===== config.mk =====
export PLATFORM = sky130hd
export DESIGN_NAME = lfsr_hexdisp_flat
export DESIGN_NICKNAME = d
export VERILOG_FILES = /design/src/rtl/lfsr_hexdisp_if.sv /design/src/rtl/lfsr_hexdisp.sv /design/src/flat_wrapper.sv
export SDC_FILE = /design/constraint.sdc
export NUM_CORES = 1
export LEC_CHECK = 0
export CORE_ASPECT_RATIO = 1.1
export CORE_MARGIN = 3
export CORE_UTILIZATION = 30
export CTS_BUF_LIST = sky130_fd_sc_hd__clkbuf_8
export DETAILED_ROUTE_END_ITERATION = 8
export HOLD_SLACK_MARGIN = 0.06
export PLACE_DENSITY_LB_ADDON = 0.25
export SKIP_LAST_GASP = 1
export SYNTH_ARGS = -nofsm -noshare
export SYNTH_HDL_FRONTEND = slang
export SYNTH_SLANG_ARGS = --single-unit

===== constraint.sdc =====
create_clock -name clk -period 2.7 [get_ports clk]
set_input_delay 0.54 -clock clk [delete_from_list [all_inputs] [get_ports clk]]
set_output_delay 0.54 -clock clk [all_outputs]
set_load 0.05 [all_outputs]

===== src/rtl/lfsr_hexdisp_if.sv =====
// Bundles the control inputs and display/status outputs of lfsr_hexdisp.
// The master side drives en/step/load/seed and observes the rest.
interface lfsr_hexdisp_if #(
    parameter int unsigned WIDTH = 8
);
    localparam int unsigned NDIG = WIDTH / 4;

    logic                  en;
    logic                  step;
    logic                  load;
    logic [WIDTH-1:0]      seed;
    logic [WIDTH-1:0]      q;
    logic                  wrap;
    logic [WIDTH-1:0]      period;
    logic [8*NDIG-1:0]     seg;

    modport master (
        output en, step, load, seed,
        input  q, wrap, period, seg
    );

    modport slave (
        input  en, step, load, seed,
        output q, wrap, period, seg
    );
endinterface


===== src/rtl/lfsr_hexdisp.sv =====
// Fibonacci LFSR with seed load, zero-lock protection, free-run/single-step,
// period detection and a registered active-low hex seven-segment driver.
// WIDTH must be a multiple of 4 in 4..32; RESET_SEED must be nonzero.
module lfsr_hexdisp #(
    parameter int unsigned      WIDTH      = 8,
    parameter logic [WIDTH-1:0] TAPS       = WIDTH'(8'h1D),
    parameter logic [WIDTH-1:0] RESET_SEED = WIDTH'(1)
) (
    input logic             clk,
    input logic             rst,
    lfsr_hexdisp_if.slave   bus
);
    localparam int unsigned NDIG = WIDTH / 4;

    logic [WIDTH-1:0]  q_q, q_d;
    logic [WIDTH-1:0]  seed_q, seed_d;
    logic [WIDTH-1:0]  cnt_q, cnt_d;
    logic [WIDTH-1:0]  period_q, period_d;
    logic              wrap_q, wrap_d;
    logic [8*NDIG-1:0] seg_q, seg_d;
    logic [WIDTH-1:0]  q_step;
    logic [WIDTH-1:0]  seed_safe;

    // Active-high glyphs, segment a in bit 7 down to g in bit 1; dp (bit 0) stays 0.
    function automatic logic [7:0] glyph(input logic [3:0] nib);
        logic [7:0] g;
        case (nib)
            4'h0:    g = 8'hFC;
            4'h1:    g = 8'h60;
            4'h2:    g = 8'hDA;
            4'h3:    g = 8'hF2;
            4'h4:    g = 8'h66;
            4'h5:    g = 8'hB6;
            4'h6:    g = 8'hBE;
            4'h7:    g = 8'hE0;
            4'h8:    g = 8'hFE;
            4'h9:    g = 8'hF6;
            4'hA:    g = 8'hEE;
            4'hB:    g = 8'h3E;
            4'hC:    g = 8'h9C;
            4'hD:    g = 8'h7A;
            4'hE:    g = 8'h9E;
            default: g = 8'h8E;
        endcase
        return g;
    endfunction

    // Next LFSR state and load/step/hold priority with period tracking.
    always_comb begin
        q_d       = q_q;
        seed_d    = seed_q;
        cnt_d     = cnt_q;
        period_d  = period_q;
        wrap_d    = 1'b0;
        // A zero state would lock the LFSR, so a step out of it restarts at 1.
        q_step    = (q_q == '0) ? WIDTH'(1) : {^(q_q & TAPS), q_q[WIDTH-1:1]};
        seed_safe = (bus.seed == '0) ? WIDTH'(1) : bus.seed;

        if (bus.load) begin
            q_d    = seed_safe;
            seed_d = seed_safe;
            cnt_d  = '0;
        end else if (bus.en || bus.step) begin
            q_d = q_step;
            if (q_step == seed_q) begin
                wrap_d   = 1'b1;
                period_d = cnt_q + 1'b1;
                cnt_d    = '0;
            end else begin
                cnt_d = cnt_q + 1'b1;
            end
        end
    end

    // Segment pattern for the current q; dp comes out as 1 after inversion.
    always_comb begin
        seg_d = '1;
        for (int i = 0; i < int'(NDIG); i++) begin
            seg_d[8*i +: 8] = ~glyph(q_q[4*i +: 4]);
        end
    end

    // State registers with synchronous reset; display blanks during reset.
    always_ff @(posedge clk) begin
        if (rst) begin
            q_q      <= RESET_SEED;
            seed_q   <= RESET_SEED;
            cnt_q    <= '0;
            period_q <= '0;
            wrap_q   <= 1'b0;
            seg_q    <= '1;
        end else begin
            q_q      <= q_d;
            seed_q   <= seed_d;
            cnt_q    <= cnt_d;
            period_q <= period_d;
            wrap_q   <= wrap_d;
            seg_q    <= seg_d;
        end
    end

    assign bus.q      = q_q;
    assign bus.wrap   = wrap_q;
    assign bus.period = period_q;
    assign bus.seg    = seg_q;
endmodule


===== src/flat_wrapper.sv =====
// flat-port wrapper written by rule: the top's interface ports become plain ports
module lfsr_hexdisp_flat 
#(
    parameter int unsigned      WIDTH      = 8,
    parameter logic [WIDTH-1:0] TAPS       = WIDTH'(8'h1D),
    parameter logic [WIDTH-1:0] RESET_SEED = WIDTH'(1)
)
  (clk, rst, bus_en, bus_step, bus_load, bus_seed, bus_q, bus_wrap, bus_period, bus_seg);
  lfsr_hexdisp_if #(.WIDTH(WIDTH)) bus_i ();
  input logic clk;
  input logic rst;
  input wire logic [$bits(bus_i.en)-1:0] bus_en;
  input wire logic [$bits(bus_i.step)-1:0] bus_step;
  input wire logic [$bits(bus_i.load)-1:0] bus_load;
  input wire logic [$bits(bus_i.seed)-1:0] bus_seed;
  output wire logic [$bits(bus_i.q)-1:0] bus_q;
  output wire logic [$bits(bus_i.wrap)-1:0] bus_wrap;
  output wire logic [$bits(bus_i.period)-1:0] bus_period;
  output wire logic [$bits(bus_i.seg)-1:0] bus_seg;
  assign bus_i.en = bus_en;
  assign bus_i.step = bus_step;
  assign bus_i.load = bus_load;
  assign bus_i.seed = bus_seed;
  assign bus_q = bus_i.q;
  assign bus_wrap = bus_i.wrap;
  assign bus_period = bus_i.period;
  assign bus_seg = bus_i.seg;
  lfsr_hexdisp #(.WIDTH(WIDTH), .TAPS(TAPS), .RESET_SEED(RESET_SEED)) u_core (.clk(clk), .rst(rst), .bus(bus_i));
endmodule

==> Word-level counts from Yosys, hierarchy flattened <==
Memory sizes are Yosys's and may differ from the RTL's. A register that Yosys moved wholly into a read port is not among the register bits.
Cells that the tools add are included.
{ "op_classes": {"add_sub_neg": 1, "n_eq_ne": 1, "n_div": 0, "n_mul": 0, "n_reduce_logical": 8, "bitwise": 4, "muxes": 10, "order_cmp": 0, "shifts": 0} }
{ "op_table": {"columns": ["op", "count"], "rows": [
  ["8-bit two-way mux", 5],
  ["8-bit logical NOT", 2],
  ["4-bit two-way mux", 4],
  ["8-bit NOT", 2],
  ["8-bit by 1-bit adder with 8-bit output (second input constant)", 1],
  ["8-bit equality test", 1],
  ["8-bit XOR reduction", 1],
  ["3-bit AND reduction", 1],
  ["3-bit OR reduction", 1],
  ["1-bit NOT", 2],
  ["2-bit nonzero test", 1],
  ["2-bit OR reduction", 1],
  ["1-bit logical OR", 1],
  ["1-bit two-way mux", 1]
]} }
{ "word_totals": {"input_bits": 13, "register_bits": 49, "latch_bits": 0, "output_inout_bits": 33, "mem_bits_rw": 0, "mem_bits_ro": 224, "wordCells": 32, "mem_count": 2} }
{ "memory_table": {"columns": ["name", "depth", "word_bits", "rd", "rd_clocked_by_memory_dff", "wr", "line_no", "rtl"], "rows": [
  ["(name not given)", 16, 7, 1, 1, 0, "lfsr_hexdisp.sv:27", "case (nib)"],
  ["(name not given)", 16, 7, 1, 1, 0, "lfsr_hexdisp.sv:27", null]
]} }

==> Longest topological paths before layout <==
Gate-level depths: netlist (run 1).
{ "depth": {"depth_word": 6, "mapped_depth": 10, "depth_no_buf": 10} }

==> Worst setup path before layout (run 1) <==
OpenSTA, ideal clock, no wires.
{ "synth_path": {"path_kind": "reg-to-reg", "from": "reg u_core.q_q[4] (netlist: u_core.bus.q[4])", "to": "reg with a tool-made name", "path_buffers": 1, "arrival_time_ns": 2.513, "period_less_slack_ns": 2.651, "path_slack_ns": 0.049, "stages_incl_launch_ff": 11, "cell_sequence": "dfxtp_1 buf_2 nor4_4 a31oi_1 nor2_1 o31a_1 or2_2 ha_1 mux2_2 nor2_1 o21ai_0"} }
{ "synth_rtl": {"columns": ["element", "line_no", "rtl"], "rows": [
  ["from (decl)", "lfsr_hexdisp.sv:15", "logic [WIDTH-1:0] q_q, q_d;"],
  ["from (signal assigned)", "lfsr_hexdisp.sv:93", "q_q <= q_d;"]
]} }

==> results of run 1 <==
-- per-layer routing --
metal / vias to the layer above / part of all wire, %
li1: 1325 / -
met1: 1233 / 48
met2: 56 / 47
met3: 10 / 3.9
met4: 0 / 1.0
met5: - / 0
-- power by group through the flow --
stage               Combinational [mW]  Clock [mW]  Sequential, mW
floorplan                        0.268           0            1.13
global placement                 0.591           0            1.02
detailed placement               0.594           0            1.02
CTS                              0.597       0.832            1.00
global route                     0.642       0.878            1.01
finish                           0.596       0.820            1.00
-- Yosys cell counts (2+ instances only) --
cell type | n | area (sq um)
sky130_fd_sc_hd__a211o_1 | 2 | 17.5
sky130_fd_sc_hd__a211oi_1 | 4 | 30.0
sky130_fd_sc_hd__a21o_1 | 6 | 45.0
sky130_fd_sc_hd__a21oi_1 | 17 | 85.1
sky130_fd_sc_hd__a221o_1 | 2 | 20.0
sky130_fd_sc_hd__a22oi_1 | 2 | 15.0
sky130_fd_sc_hd__a311oi_1 | 2 | 17.5
sky130_fd_sc_hd__a31o_2 | 2 | 17.5
sky130_fd_sc_hd__a31oi_1 | 6 | 37.5
sky130_fd_sc_hd__a32o_1 | 3 | 30.0
sky130_fd_sc_hd__a32oi_1 | 2 | 17.5
sky130_fd_sc_hd__and2_1 | 2 | 12.5
sky130_fd_sc_hd__buf_1 | 3 | 11.3
sky130_fd_sc_hd__buf_2 | 4 | 20.0
sky130_fd_sc_hd__buf_4 | 2 | 15.0
sky130_fd_sc_hd__clkbuf_1 | 8 | 30.0
sky130_fd_sc_hd__dfxtp_1 | 61 | 1220
sky130_fd_sc_hd__ha_1 | 16 | 200
sky130_fd_sc_hd__inv_1 | 13 | 48.8
sky130_fd_sc_hd__mux2_1 | 2 | 22.5
sky130_fd_sc_hd__mux2_2 | 4 | 45.0
sky130_fd_sc_hd__mux2i_1 | 14 | 140
sky130_fd_sc_hd__nand2_1 | 34 | 128
sky130_fd_sc_hd__nand2_2 | 2 | 12.5
sky130_fd_sc_hd__nand2b_1 | 7 | 43.8
sky130_fd_sc_hd__nand3_1 | 4 | 20.0
sky130_fd_sc_hd__nand4_1 | 2 | 12.5
sky130_fd_sc_hd__nor2_1 | 23 | 86.3
sky130_fd_sc_hd__nor2b_1 | 2 | 12.5
sky130_fd_sc_hd__nor3_1 | 8 | 40.0
sky130_fd_sc_hd__nor3b_1 | 3 | 22.5
sky130_fd_sc_hd__nor4_1 | 3 | 18.8
sky130_fd_sc_hd__o21a_1 | 2 | 15.0
sky130_fd_sc_hd__o21ai_0 | 9 | 45.0
sky130_fd_sc_hd__o22ai_1 | 3 | 18.8
sky130_fd_sc_hd__o311a_1 | 3 | 30.0
sky130_fd_sc_hd__o31ai_1 | 2 | 15.0
sky130_fd_sc_hd__or2_2 | 2 | 12.5
sky130_fd_sc_hd__or3_1 | 2 | 12.5
sky130_fd_sc_hd__xnor2_1 | 9 | 78.8
sky130_fd_sc_hd__xor2_1 | 3 | 26.3
-- worst min-delay path by stage --
stage | startpoint | end | slack (ns) | depth (start not counted)
floorplan | register | u_core.bus.seg[10] | 0.35 | 1
global placement | register | u_core.bus.seg[2] | 0.35 | 1
detailed placement | register | u_core.bus.seg[7] | 0.36 | 1
CTS | register | u_core.bus.seg[4] | 0.37 | 1
global route | register | u_core.bus.seg[4] | 0.38 | 1
finish | register | u_core.bus.seg[2] | 0.37 | 1
-- area by class of cell --
class                      instances  area, sq um  area share [%]
sequential                        61         1220            30.2
multi-input combinational        234         1680            41.6
tap                              117          146            3.62
clock buffer                       9          124            3.06
inverter                          13         48.8            1.21
timing repair buffer              85          746            18.4
clock inverter                     7         75.1            1.86
-- per-stage QoR --
stage	total power, mW	std cells	TNS, ns	instance area [sq um]
6_report	2.42	526	0	4040
5_1_grt	2.53	526	0	4040
4_1_cts	2.43	526	0	4040
3_5_place_dp	1.62	510	-0.338	3840
3_3_place_gp	1.61	510	-0.143	3840
2_1_floorplan	1.39	325	0	3030
-- cells by family (layout without fill, tap and decap cells) --
kind of cell    count (synthesis)  count (layout)  synth area share [%]
flops                          61              61                  40.4
simple gates                  100             100                  16.8
xor+xnor                       13              13                  4.22
other cells                     1               2                 0.124
mux                            20              20                  6.86
compound gates                 83              83                  20.9
fa+ha+maj                      16              16                  6.62
buf+inv                        30             114                  4.14
-- critical path: stages --
cell and delay (ns):
sky130_fd_sc_hd__clkdlybuf4s50_1 0.53, sky130_fd_sc_hd__nor2_1 0.10, sky130_fd_sc_hd__a31oi_1 0.15, sky130_fd_sc_hd__nor2_1 0.06, sky130_fd_sc_hd__o31a_1 0.25, sky130_fd_sc_hd__or2_2 0.32
sky130_fd_sc_hd__ha_1 0.30, sky130_fd_sc_hd__mux2_2 0.27, sky130_fd_sc_hd__nor2_1 0.10, sky130_fd_sc_hd__o21ai_0 0.09
-- repair_timing --
action                                  4_1_cts  5_1_grt
hold endpoints to repair                      0        0
setup buffers                                 0        0
endpoints found under the setup margin        0        1
==> out/summary.log, run 1 <==
[power_and_ir_drop] sequential share of power 41.4%
[final_layout] Filler Cells Inserted 958
[setup_path] CP endpoint kind register
[die] I/O Pins 46
[grt] antenna violations before repair 0
[place] Post-DP HPWL 5970 microns
[sta] final number of setup-violating endpoints 0
[grt] total routing usage reported by global routing 14.7%
[grt] maximum number of pins on one net before global-route repair 20
[route] residual antenna-violating net count after detailed routing 0
[clock_tree] number of gates resized after cts 0
[route] routed wire length 7910 microns
[grt] most heavily used metal layer in global routing met2
[job] number of maximum-capacitance violations 0
[clock_tree] TritonCTS clock tree done
[sta] RSZ-0062 raised after global routing false
[clock_tree] clock network latency to the later pin of the worst-skew pair 0.35 ns
[final_layout] fraction of final layout cells with drive strength greater than 1 18.6%
[synthesis] distinct cell type count after synthesis 65
[sta] final worst clock skew 0.0140 ns
[final_layout] nets 433
[route] Iteration-0 DRC Markers 93
[die] placeable core area 9580 sq um
[route] overall via count from detail_route 2624
[grt] met1 track demand over resource in global routing 20.1%
[place] final weighted congestion in routability-driven placement 0.871
[synthesis] EDFF count, synth 0
[place] post-placement worst setup slack -0.117 ns
[die] width of the chip 102 microns
[power_and_ir_drop] switching power total 0.777 mW
[final_layout] commonest non-fill, non-tap cell in the layout sky130_fd_sc_hd__dfxtp_1
[final_layout] n_diodes 0
[place] number of port buffers 43
[clock_tree] buffer levels on the longest clock path 2
[route] routed length per placed instance 15.0 microns
[synthesis] cell count after synthesis 324
[route] Vias per Instance 4.99
[power_and_ir_drop] total leakage power 1.67 nW
[route] first-pass iteration count of the detailed router 4
[synthesis] synth warn 0
[die] starting utilization of the core area 31.6%
[sta] max_slew headroom 62.7%
[sta] final critical-path share of the clock period 92.0%
[run_status] status finished, final reports clean
[min_path] worst min-delay path class register to register
[synthesis] mean instance size in the synthesized netlist 9.34 sq um
[power_and_ir_drop] internal power component 1.64 mW
[power_and_ir_drop] switching share of total power 32.2%
[grt] total overflow reported by the global router 0
[setup_path] FF-to-FF path depth 8
[setup_path] required time of the worst setup path 2.92 ns
[die] site row count 37
[clock_tree] H-Tree Level Count 3
[final_layout] commonest cells after routing, fill and taps aside sky130_fd_sc_hd__dfxtp_1, sky130_fd_sc_hd__clkdlybuf4s50_1, sky130_fd_sc_hd__buf_4
[synthesis] dominant synthesized flop cell sky130_fd_sc_hd__dfxtp_1
[setup_path] signal arrival time at the worst endpoint 2.71 ns
[setup_path] worst reg2reg setup slack 0.28 ns
[sta] Final Max Tran Viols 0
[sta] worst slew pin tran 0.556 ns
[clock_tree] count of clock tree sinks 61
[power_and_ir_drop] combinational share of power 24.7%
[die] die footprint 11300 sq um
[synthesis] proportion of synthesized chip area in sequential cells 40.4%
[route] total DRC errors in the routed layout 0
[synthesis] number of flip-flops and latches in the synthesized netlist 61
[setup_path] startpoint of the lowest-slack register-to-register path u_core.bus.q[0]
[grt] met3 track demand over resource in global routing 3.52%
[power_and_ir_drop] PwrDens 597 nW/um^2
[setup_path] worst setup path class input pin to register
[setup_path] element type at the critical path start input pin
[final_layout] share of the core filled with cells 42.2%
[clock_tree] clock-pin slew of the registers on the worst-case setup and hold paths 0.07 ns
[die] vertical extent of the die 111 microns
[clock_tree] number of buffers created by CTS 9
[setup_path] crit-path max FO 4
[final_layout] P&R area growth vs syn 33.7%
[sta] number of endpoints with negative hold slack in the final report 0
[grt] global-route wire length before repair 13200 microns
[sta] post-route worst hold slack 0.373 ns
[sta] highest achievable clock rate 0.403 GHz
[power_and_ir_drop] maximum vdd drop 0.248 mV
[grt] fraction of met2 tracks used by global routing 23.1%
[synthesis] area of the mapped netlist 3030 sq um
[sta] final critical-path required period 2.48 ns
[clock_tree] Clock Tree Root sky130_fd_sc_hd__clkbuf_8
[grt] number of global-route vias before repair 2604
[clock_tree] count of hold-fix buffers inserted at cts 0
[power_and_ir_drop] Clk network pwr share 33.9%
[synthesis] ys async rst share 0%
[setup_path] launch point of the critical path bus_en
[sta] final critical-path setup slack 0.217 ns
No activity file was read; power rests on OpenSTA's default activity.
==> run 2: changes to the inputs <==
- CAP_MARGIN: default -> 30
- RECOVER_POWER: default -> 25
==> out/summary.log, run 2 (synthesis gave the netlist of run 1 again) <==
[job] number of maximum-capacitance violations 0
[setup_path] worst setup path class input pin to register
[die] site row count 37
[die] width of the chip 102 microns
[min_path] worst min-delay path class register to register
[clock_tree] count of clock tree sinks 61
[clock_tree] clock-pin slew of the registers on the worst-case setup and hold paths 0.07 ns
[final_layout] commonest cells after routing, fill and taps aside sky130_fd_sc_hd__dfxtp_1, sky130_fd_sc_hd__clkdlybuf4s50_1, sky130_fd_sc_hd__buf_4
[sta] Final Max Tran Viols 0
[power_and_ir_drop] maximum vdd drop 0.248 mV
[sta] post-route worst hold slack 0.373 ns
[place] placed instance area 3840 sq um
[sta] final worst clock skew 0.0143 ns
[sta] Sum Neg Setup Slack 0 ns
[final_layout] finished layout cell area 4040 sq um
[grt] maximum number of pins on one net before global-route repair 20
[final_layout] P&R area growth vs syn 33.5%
[grt] antenna violations before repair 0
[route] residual antenna-violating net count after detailed routing 0
[clock_tree] buffer levels on the longest clock path 2
[setup_path] signal arrival time at the worst endpoint 2.71 ns
[sta] worst slew pin tran 0.555 ns
[final_layout] fraction of final layout cells with drive strength greater than 1 18.3%
[die] starting utilization of the core area 31.6%
[power_and_ir_drop] PnR Total Power 2.41 mW
[route] routed wire length 7880 microns
[die] I/O Pins 46
[clock_tree] count of hold-fix buffers inserted at cts 0
[final_layout] Layout Cells excl Fill 526
[route] Iteration-0 DRC Markers 93
[place] number of port buffers 43
[clock_tree] H-Tree Level Count 3
[die] placeable core area 9580 sq um
[setup_path] CP endpoint kind register
[setup_path] required time of the worst setup path 2.92 ns
[sta] final number of setup-violating endpoints 0
[die] die footprint 11300 sq um
[clock_tree] TritonCTS clock tree done
[setup_path] element type at the critical path start input pin
[clock_tree] Clock Tree Root sky130_fd_sc_hd__clkbuf_8
[sta] RSZ-0062 raised after global routing false
[clock_tree] number of gates resized after cts 0
[route] routed length per placed instance 15.0 microns
[place] total placed cells including tap cells 510
[grt] number of global-route vias before repair 2604
[final_layout] commonest non-fill, non-tap cell in the layout sky130_fd_sc_hd__dfxtp_1
[grt] total routing usage reported by global routing 14.7%
[clock_tree] post-CTS setup buffer count 0
[route] Vias per Instance 4.97
[clock_tree] clock network latency to the later pin of the worst-skew pair 0.35 ns
[route] overall via count from detail_route 2616
[route] total DRC errors in the routed layout 0
[final_layout] n_diodes 0
[sta] final critical-path share of the clock period 92.0%
[clock_tree] number of buffers created by CTS 9
[place] Post-DP HPWL 5970 microns
[place] final weighted congestion in routability-driven placement 0.871
[power_and_ir_drop] PwrDens 597 nW/um^2
[final_layout] nets 433
[sta] highest achievable clock rate 0.403 GHz
[die] vertical extent of the die 111 microns
[setup_path] worst reg2reg setup slack 0.29 ns
[sta] final critical-path required period 2.48 ns
[sta] max_slew headroom 62.7%
[setup_path] crit-path max FO 4
[grt] total overflow reported by the global router 0
[sta] number of endpoints with negative hold slack in the final report 0
[power_and_ir_drop] total leakage power 1.66 nW
[run_status] status finished, final reports clean
[grt] global-route wire length before repair 13200 microns
[route] first-pass iteration count of the detailed router 4
## run 2: per-stage QoR
stage	worst slack, ns	util, %
5_1_grt	0.0373	42.2
2_1_floorplan	0.0491	-
4_1_cts	0.241	42.2
3_3_place_gp	-0.0966	40.1
3_5_place_dp	-0.117	40.1
6_report	0.217	42.2
## run 2: final timing paths
check | endpoint | start | depth (start not counted)
setup / recovery | register | bus_en | 10
hold / removal | u_core.bus.seg[2] | register | 1
hold reg to reg | u_core.bus.seg[2] | register | 1
setup reg to reg | register | u_core.bus.q[0] | 8
## run 2: final cells by class
cell class	instances	area, sq um
Fill cell	958	5540
Multi-Input combinational cell	234	1680
Sequential cell	61	1220
Timing Repair Buffer	85	742
Tap cell	117	146
Clock buffer	9	124
Clock inverter	7	75.1
Inverter	13	48.8
## run 2: critical path, stage by stage
cell and delay (ns):
sky130_fd_sc_hd__clkdlybuf4s50_1 0.53, sky130_fd_sc_hd__nor2_1 0.10, sky130_fd_sc_hd__a31oi_1 0.15, sky130_fd_sc_hd__nor2_1 0.06
sky130_fd_sc_hd__o31a_1 0.25, sky130_fd_sc_hd__or2_2 0.32, sky130_fd_sc_hd__ha_1 0.30, sky130_fd_sc_hd__mux2_2 0.27
sky130_fd_sc_hd__nor2_1 0.10, sky130_fd_sc_hd__o21ai_0 0.09
## run 2: per-layer routing
layer	global-route usage (%)	vias to the layer above	wire length [microns]	share of wire [%]
li1	-	1325	-	-
met1	20.1	1223	3760	48
met2	23.1	58	3690	47
met3	3.52	10	345	4.4
met4	3.99	0	83	1.1
met5	0	-	0	0
## run 2: power by group
part | internal [mW] | leakage (nW) | total (mW) | switching (mW)
clock | 0.429 | 0.0972 | 0.819 | 0.390
combinational | 0.244 | 1.06 | 0.594 | 0.351
sequential | 0.965 | 0.504 | 1.00 | 0.0347
